[src/rtl/ffa_buzzer_lockout.sv]
// ============================================================================
// ffa_buzzer_lockout
// ----------------------------------------------------------------------------
// Fastest-finger-first arbiter for N_PLAYERS active-low buzzer buttons.
//
// Each raw button goes through a 2-flop synchroniser and a debounce counter.
// The controller then latches the first valid press of a round and locks out
// every other player until the host clears. When several presses become valid
// on the same cycle, the lowest channel index wins.
//
// On top of the basic lockout, the controller provides:
//   - host arm/clear control,
//   - foul masking: a player already holding a button when the round is armed
//     is disqualified for that round,
//   - an optional round timeout.
//
// Parameters
//   N_PLAYERS       number of buttons/channels (1..15)
//   IDX_W           width of winner_idx; all-ones means "no winner"
//   DEBOUNCE_CYCLES consecutive synchronised low samples needed for a press
//   TIMEOUT_CYCLES  cycles spent ARMED before timing out; 0 disables it
//
// Ports
//   clk           system clock, rising edge
//   rst           synchronous active-high reset
//   btn_n         raw active-low buttons, asynchronous to clk
//   arm           start a round (acted on only in IDLE)
//   clear         end the round and return to IDLE (any state, top priority)
//   winner_valid  high while a winner is locked
//   winner_idx    zero-based winning channel, all-ones when none
//   foul_mask     channels disqualified for the current round
//   timeout       high in the TIMEOUT state
//   armed         high in the ARMED state
// ============================================================================
module ffa_buzzer_lockout #(
  parameter int N_PLAYERS       = 10,
  parameter int IDX_W           = 4,
  parameter int DEBOUNCE_CYCLES = 4,
  parameter int TIMEOUT_CYCLES  = 0
) (
  input  logic                 clk,
  input  logic                 rst,
  input  logic [N_PLAYERS-1:0] btn_n,
  input  logic                 arm,
  input  logic                 clear,
  output logic                 winner_valid,
  output logic [IDX_W-1:0]     winner_idx,
  output logic [N_PLAYERS-1:0] foul_mask,
  output logic                 timeout,
  output logic                 armed
);

  // --------------------------------------------------------------------------
  // Widths and constants
  // --------------------------------------------------------------------------

  // The debounce counter only needs to reach DEBOUNCE_CYCLES-1. The sample
  // that would take it to DEBOUNCE_CYCLES sets pressed_db instead.
  localparam int DB_W = (DEBOUNCE_CYCLES > 1) ? $clog2(DEBOUNCE_CYCLES) : 1;
  localparam logic [DB_W-1:0] DB_LAST = DB_W'(DEBOUNCE_CYCLES - 1);

  localparam int TM_W = (TIMEOUT_CYCLES > 0) ? $clog2(TIMEOUT_CYCLES + 1) : 1;
  localparam logic [TM_W-1:0] TM_LAST =
    TM_W'((TIMEOUT_CYCLES > 0) ? TIMEOUT_CYCLES - 1 : 0);

  localparam logic [IDX_W-1:0] NO_WINNER = '1;

  typedef enum logic [1:0] {
    ST_IDLE,
    ST_ARMED,
    ST_LOCKED,
    ST_TIMEOUT
  } state_t;

  state_t state;

  // --------------------------------------------------------------------------
  // Input path: synchroniser and debounce
  // --------------------------------------------------------------------------

  // Both synchroniser stages reset to 1 so every channel reads as released.
  logic [N_PLAYERS-1:0] sync1;
  logic [N_PLAYERS-1:0] sync2;

  always_ff @(posedge clk) begin
    if (rst) begin
      sync1 <= '1;
      sync2 <= '1;
    end else begin
      sync1 <= btn_n;
      sync2 <= sync1;
    end
  end

  // A press is registered after DEBOUNCE_CYCLES consecutive low samples of
  // sync2. Release is deliberately not debounced: the first high sample drops
  // the press and restarts the count.
  logic [DB_W-1:0]      db_cnt [N_PLAYERS];
  logic [N_PLAYERS-1:0] pressed_db;

  always_ff @(posedge clk) begin
    if (rst) begin
      pressed_db <= '0;
      for (int i = 0; i < N_PLAYERS; i++) begin
        db_cnt[i] <= '0;
      end
    end else begin
      for (int i = 0; i < N_PLAYERS; i++) begin
        if (sync2[i]) begin
          db_cnt[i]     <= '0;
          pressed_db[i] <= 1'b0;
        end else if (db_cnt[i] >= DB_LAST) begin
          pressed_db[i] <= 1'b1;
        end else begin
          db_cnt[i] <= db_cnt[i] + 1'b1;
        end
      end
    end
  end

  // --------------------------------------------------------------------------
  // Candidate selection
  // --------------------------------------------------------------------------

  // Only valid presses from players that are not fouled count as candidates.
  logic [N_PLAYERS-1:0] cand;
  logic [IDX_W-1:0]     first_idx;

  assign cand = pressed_db & ~foul_mask;

  // Scanning from the top down leaves the lowest set bit as the final
  // assignment, which gives the lowest-index-wins tie break.
  always_comb begin
    first_idx = NO_WINNER;
    for (int i = N_PLAYERS - 1; i >= 0; i--) begin
      if (cand[i]) begin
        first_idx = IDX_W'(i);
      end
    end
  end

  // --------------------------------------------------------------------------
  // Round controller
  // --------------------------------------------------------------------------

  logic [TM_W-1:0] timer;

  // Outputs are assigned together with the state transition, so every output
  // comes straight from a flop. clear beats every other event except rst.
  // foul_mask is left alone on clear so the host can still read who fouled.
  always_ff @(posedge clk) begin
    if (rst) begin
      state        <= ST_IDLE;
      winner_valid <= 1'b0;
      winner_idx   <= NO_WINNER;
      foul_mask    <= '0;
      timeout      <= 1'b0;
      armed        <= 1'b0;
      timer        <= '0;
    end else if (clear) begin
      state        <= ST_IDLE;
      winner_valid <= 1'b0;
      winner_idx   <= NO_WINNER;
      timeout      <= 1'b0;
      armed        <= 1'b0;
    end else begin
      case (state)
        ST_IDLE: begin
          if (arm) begin
            state     <= ST_ARMED;
            armed     <= 1'b1;
            foul_mask <= pressed_db;
            timer     <= '0;
          end
        end

        // A valid press is tested before timer expiry, so a press on the
        // expiry cycle still produces a winner.
        ST_ARMED: begin
          if (cand != '0) begin
            state        <= ST_LOCKED;
            armed        <= 1'b0;
            winner_valid <= 1'b1;
            winner_idx   <= first_idx;
          end else if (TIMEOUT_CYCLES > 0) begin
            if (timer >= TM_LAST) begin
              state   <= ST_TIMEOUT;
              armed   <= 1'b0;
              timeout <= 1'b1;
            end else begin
              timer <= timer + 1'b1;
            end
          end
        end

        ST_LOCKED: begin
        end

        ST_TIMEOUT: begin
        end

        default: begin
          state <= ST_IDLE;
        end
      endcase
    end
  end

endmodule

[config.mk]
export PLATFORM = sky130hd
export DESIGN_NAME = ffa_buzzer_lockout
export DESIGN_NICKNAME = d
export VERILOG_FILES = /design/src/rtl/ffa_buzzer_lockout.sv
export SDC_FILE = /design/constraint.sdc
export NUM_CORES = 1
export LEC_CHECK = 0
export CORE_UTILIZATION = 53
export DETAILED_ROUTE_END_ITERATION = 10
export DONT_BUFFER_PORTS = 1
export GPL_TIMING_DRIVEN = 0
export PLACE_DENSITY = 0.68
export SLEW_MARGIN = 20
export SYNTH_ARGS = -nofsm -noshare
export SYNTH_HDL_FRONTEND = slang
export SYNTH_SLANG_ARGS = --single-unit
export TNS_END_PERCENT = 5
[constraint.sdc]
create_clock -name clk -period 2.1 [get_ports clk]
set_input_delay 0.42 -clock clk [delete_from_list [all_inputs] [get_ports clk]]
set_output_delay 0.42 -clock clk [all_outputs]
set_load 0.02 [all_outputs]
### Word-level counts from Yosys, hierarchy flattened

Memories as Yosys holds them, arrays and structs flattened.
Cells that the tools add are included.

* bits in registers: 48
* RAM bits: 20
* bits of input ports: 14
* output and inout port bits: 17
* word-level logic and storage cells: 189
* memories: 1

Memory list
* db_cnt: depth 10, bits a word 2, read ports 10, clocked after Yosys merged registers in 0, wr ports 10, line 98 `logic [DB_W-1:0] db_cnt [N_PLAYERS];`

* add/subtract/negate cells: 10
* $lt $le $gt $ge: 10
* equal/unequal tests: 3
* muxes and demuxes: 108
* bitwise gates (word level): 23
* reduce and logical (&&, ||, !) cells: 17

Operator list (number)
* 2-to-1 mux 1 bit: 74
* 2-to-1 mux 2 bit: 22
* 2-to-1 mux 4 bit: 9
* OR reduction 2 bit: 11
* adder 2 x 1 -> 2 bit, second input constant: 10
* greater-or-equal comparator 2 bit, second input constant: 10
* OR 1 bit: 20
* AND 10 bit: 1
* NOT 10 bit: 1
* nonzero test 10 bit: 1
* AND reduction 3 bit: 2
* inequality test 2 bit, second input constant: 2
* case mux 2 bit (2 select lines): 1
* 2-to-1 mux 3 bit: 1
* equality test 2 x 1 -> 1 bit, second input constant: 1
* zero test 2 bit: 1
* case mux 1 bit (2 select lines): 1
* AND reduction 2 bit: 1
* nonzero test 2 bit: 1
* NOT 1 bit: 1

### Depth between registers and ports, before layout

* depth after elaboration: 12
* gate-level depth with buffers: 5
* mapped depth without buffers: 5

### Worst setup path after synthesis

OpenSTA, ideal clock, no wires.

* kind: flip-flop to flip-flop
* start: register foul_mask[0]
* end: register winner_idx[1]
* library setup time: 136 ps
* arrival time: 1567 ps
* required time: 1964 ps
* setup slack: 397 ps
* cell stages (with the launch flop): 5
* period minus slack after synthesis: 1703 ps
* cells stage by stage: dfxtp_1 and2b_4 or4_4 o31ai_4 o211ai_1

* longest elaborated chain between the ends: 4

RTL lines
* from (decl): line 48 `output logic [N_PLAYERS-1:0] foul_mask,`
* from (signal assigned): line 172 `foul_mask <= pressed_db;`
* NOT 10 bit *: line 129 `assign cand = pressed_db & ~foul_mask;`
* AND 10 bit *: line 129
* nonzero test 10 bit: line 180 `if (cand != '0) begin`
* AND reduction 2 bit (no line)
* to (signal assigned): line 184 `winner_idx <= first_idx;`
* to (decl): line 47 `output logic [IDX_W-1:0] winner_idx,`

Every way passes the cells marked *; elsewhere a longest branch is shown, timed or not.
A chain may end at the register's enable or synchronous reset.

### Final worst setup path

Same ends and word-level chain as after synthesis.

==> report_table.html <==
<table>
<tr><th>Metric</th><th>Value</th></tr>
<tr><th colspan="2">Outcome</th></tr>
<tr><td>Result of the run</td><td>completed</td></tr>
<tr><th colspan="2">Layout</th></tr>
<tr><td>Number of nets in the final layout</td><td>269</td></tr>
<tr><td>Final core utilization</td><td>0.621</td></tr>
<tr><td>Most common cell after layout, fill and taps aside</td><td>dfxtp_1</td></tr>
<tr><td>Area growth syn-to-layout</td><td>8.86%</td></tr>
<tr><td>Final cell count without fillers</td><td>302</td></tr>
<tr><td>Fraction of final layout cells with drive strength greater than 1</td><td>0.164</td></tr>
<tr><td># diodes</td><td>0</td></tr>
<tr><td>Post-Layout Inst Area</td><td>2800 um^2</td></tr>
<tr><td>Leading cell types in the layout, fill and taps excluded</td><td>dfxtp_1, nand2_1, or2_2, edfxtp_1, nor2_1</td></tr>
<tr><th colspan="2">Clock tree</th></tr>
<tr><td>Quantity of hold-fixing buffers added after cts</td><td>0</td></tr>
<tr><td>Number of cells upsized or downsized after cts</td><td>0</td></tr>
<tr><td>Sinks on the clock net</td><td>67</td></tr>
<tr><td>CTS Buf Count</td><td>9</td></tr>
<tr><td>Buffers inserted by post-CTS timing repair</td><td>0</td></tr>
<tr><td>Depth of the CTS H-tree</td><td>3</td></tr>
<tr><td>CTS clk-pin slew, worst paths</td><td>70 ps</td></tr>
<tr><td>CTS tree</td><td>yes</td></tr>
<tr><td>Root buf cell</td><td>clkbuf_8</td></tr>
<tr><td>Skew-Pair Late Insertion Delay</td><td>340 ps</td></tr>
<tr><td>Number of buffers between clock root and the deepest sink</td><td>2</td></tr>
<tr><th colspan="2">Die</th></tr>
<tr><td>Die area</td><td>5130 um^2</td></tr>
<tr><td>Core region area</td><td>4500 um^2</td></tr>
<tr><td>Die Span X</td><td>71.7 um</td></tr>
<tr><td>Starting density of the core</td><td>0.571</td></tr>
<tr><td>Chip Height</td><td>71.7 um</td></tr>
<tr><td>Top-level port count</td><td>31</td></tr>
<tr><td>Row Count</td><td>24</td></tr>
<tr><th colspan="2">Power</th></tr>
<tr><td>Post-route total power</td><td>2.32 mW</td></tr>
<tr><td>Power per unit of standard cell area</td><td>829 nW/um^2</td></tr>
<tr><td>Worst vdd ir</td><td>0.000550 V</td></tr>
<tr><td>Static power due to leakage</td><td>1.07 nW</td></tr>
<tr><th colspan="2">Global route</th></tr>
<tr><td>Initial antenna violation count</td><td>0</td></tr>
<tr><td>Combined global-route utilization of all metal layers</td><td>0.184</td></tr>
<tr><td>Met2 capacity usage during global routing</td><td>0.290</td></tr>
<tr><td>Met1 Use GR</td><td>0.216</td></tr>
<tr><td>Largest net degree at the start of global routing</td><td>11</td></tr>
<tr><td>GR met3 Demand/Resource</td><td>0.0703</td></tr>
<tr><td>Number of global-route vias before repair</td><td>1473</td></tr>
<tr><td>Gr ovfl total</td><td>0</td></tr>
<tr><td>Grt peak-use layer</td><td>met2</td></tr>
<tr><td>Global-route wire length before repair</td><td>6770 um</td></tr>
<tr><th colspan="2">Timing</th></tr>
<tr><td>Transition time of the tightest slew-check pin</td><td>732 ps</td></tr>
<tr><td>Max-slew headroom</td><td>0.509</td></tr>
<tr><td>Number of pins exceeding their max-slew limit in the final report</td><td>0</td></tr>
<tr><td>Worst hold margin</td><td>180 ps</td></tr>
<tr><td>Post-layout min period</td><td>1800 ps</td></tr>
<tr><td>Setup total negative slack</td><td>0 ps</td></tr>
<tr><td>Setup ws final</td><td>301 ps</td></tr>
<tr><td>Worst-case clock skew</td><td>7.31 ps</td></tr>
<tr><td>Final number of hold-violating endpoints</td><td>0</td></tr>
<tr><td>Ratio of final minimum period to clock period</td><td>0.857</td></tr>
<tr><td>FMAX</td><td>0.556 GHz</td></tr>
<tr><td>Unrepaired setup endpoints after global routing</td><td>no</td></tr>
<tr><td>Setup violations, final</td><td>0</td></tr>
<tr><th colspan="2">Yosys</th></tr>
<tr><td>Post-Synthesis Net Count</td><td>258</td></tr>
<tr><td>Flip-flop and latch count after synthesis</td><td>67</td></tr>
<tr><td>Post-Synth Adder-Cell Area</td><td>0.0487</td></tr>
<tr><td>Post-synthesis share of cell area spent on and, or, nand and nor gates</td><td>0.233</td></tr>
<tr><td>Combined area of all synthesized cells</td><td>2570 um^2</td></tr>
<tr><td>Post-Synthesis Mean Instance Area</td><td>11.0 um^2</td></tr>
<tr><td>Fraction of synthesized area in multiplexers</td><td>0</td></tr>
<tr><td>Distinct cell type count of the synthesized netlist</td><td>30</td></tr>
<tr><td>Combinational family with the most area after synthesis</td><td>simple AND/OR/NAND/NOR gates</td></tr>
<tr><td>Synth warnings</td><td>0</td></tr>
<tr><td>Compound-gate portion of the synthesized area</td><td>0.0954</td></tr>
<tr><td>Post-synthesis share of cell area spent on xor and xnor gates</td><td>0</td></tr>
<tr><td>Sequential element share of the synthesized area</td><td>0.600</td></tr>
<tr><td>Post-synthesis cell count</td><td>234</td></tr>
<tr><th colspan="2">Drt</th></tr>
<tr><td>Number of vias per cell</td><td>5.46</td></tr>
<tr><td>Drt drc</td><td>0</td></tr>
<tr><td>Average detailed-routed wire length per instance</td><td>14.1 um</td></tr>
<tr><td>Number of routed nets with antenna violations</td><td>0</td></tr>
<tr><td>Total via count in the routed design</td><td>1650</td></tr>
<tr><td>Detailed-route wire length</td><td>4250 um</td></tr>
<tr><td>Drt first pass iters</td><td>4</td></tr>
<tr><td>Iteration-0 DRC count of the detailed router</td><td>53</td></tr>
<tr><th colspan="2">Place</th></tr>
<tr><td>Half-perimeter wire length after detailed placement</td><td>2900 um</td></tr>
<tr><td>Area of placed instances</td><td>2640 um^2</td></tr>
<tr><td>I/O Buffers</td><td>0</td></tr>
<tr><td>Pre-CTS setup slack</td><td>289 ps</td></tr>
<tr><td>Cell total after placement</td><td>286</td></tr>
<tr><td>Placer Congestion</td><td>0.789</td></tr>
<tr><th colspan="2">Job</th></tr>
<tr><td>Max Cap Violations</td><td>0</td></tr>
<tr><th colspan="2">Worst setup path</th></tr>
<tr><td>Cell type of the slowest stage on the worst timing path</td><td>or4_4</td></tr>
<tr><td>Type of element capturing the critical path</td><td>register</td></tr>
<tr><td>Data required, critical path</td><td>2310 ps</td></tr>
<tr><td>Largest fanout of any net on the critical path</td><td>5</td></tr>
<tr><td>Startpoint-to-endpoint class of the critical path</td><td>register to register</td></tr>
<tr><td>Critical Path Source Type</td><td>register</td></tr>
<tr><td>Delay of the slowest critical-path stage</td><td>520 ps</td></tr>
<tr><td>Chain of cells forming the critical path</td><td>and2b_4, or4_4, o31ai_4, o211ai_1</td></tr>
<tr><td>Crit path DAT</td><td>2010 ps</td></tr>
<tr><td>Cell type group with the largest total delay on the critical path</td><td>simple AND/OR/NAND/NOR gates</td></tr>
<tr><td>Worst flop-to-flop path startpoint</td><td>foul_mask[0]</td></tr>
<tr><td>Number of buffer and inverter instances along the worst setup path</td><td>0</td></tr>
<tr><td>Launch point of the critical path</td><td>foul_mask[0]</td></tr>
<tr><th colspan="2">Worst hold path</th></tr>
<tr><td>Start point of the worst min-delay path</td><td>btn_n[6]</td></tr>
<tr><td>Path category of the worst min-delay check</td><td>input port to register</td></tr>
</table>
[final cells by class]
class,count,area [um^2]
multi-input cells,153,973
plain buffers,9,37.5
inverters,5,18.8
clock inverters,3,13.8
fillers,398,1710
clock buffers,13,149
well taps,52,65.1
flip-flops and latches,67,1540
[routing by layer]
layer	wire length, um	part of all wire
met4	63	0.015
met2	1960	0.46
met3	231	0.054
met1	1990	0.47
met5	0	0
[cell families after synthesis]
kind of cell    Yosys count
simple gates            107
other cells               1
buf+inv                  14
flops                    67
compound gates           35
fa+ha+maj                10
[state kept, by name, summed over array words and instances (netlist names)]
register,count
state,2
foul_mask,10
winner_idx,4
sync2,10
db_cnt,20
winner_valid,1
pressed_db,10
sync1,10
[where the power goes]
part / switching, mW / leakage (nW) / internal, mW
sequential: 0.0130 / 0.629 / 1.35
combinational: 0.0460 / 0.359 / 0.0247
clock: 0.434 / 0.0848 / 0.453
total: 0.493 / 1.07 / 1.83
[worst paths after layout]
| check | end | slack, ps | cells past startpoint |
|---|---|---|---|
| max | winner_idx[1] | 300 | 4 |
| min | sync1[6] | 180 | 1 |
| max reg2reg | winner_idx[1] | 300 | 4 |
| min reg2reg | sync2[0] | 410 | 1 |
[worst reg2reg max path: stages, from the launching register on]
cell and delay [ps]:
dfxtp_1 480, and2b_4 240, or4_4 520, o31ai_4 300
o211ai_1 130
[cells in the mapped netlist]
cell type	n	area (um^2)
edfxtp_1	20	601
or2_2	20	125
or4_4	2	22.5
o211ai_1	1	7.51
conb_1	1	3.75
nor3_1	1	5.00
nand2b_1	2	12.5
clkbuf_1	8	30.0
buf_4	1	7.51
a211oi_1	1	7.51
nor2b_4	1	13.8
nor2_1	18	67.6
nor2b_1	7	43.8
nor4b_1	10	87.6
o22ai_1	1	6.26
a211oi_2	1	12.5
inv_1	5	18.8
o21a_1	12	90.1
o31ai_1	2	15.0
and2b_4	1	10.0
o21ai_0	2	10.0
nand2_1	31	116
nor3_2	2	20.0
dfxtp_1	47	941
a21oi_1	13	65.1
o31ai_4	1	21.3
or3_1	1	6.26
nor4_1	11	68.8
a221o_1	1	10.0
ha_1	10	125
Power figures use the tool's default switching activity.
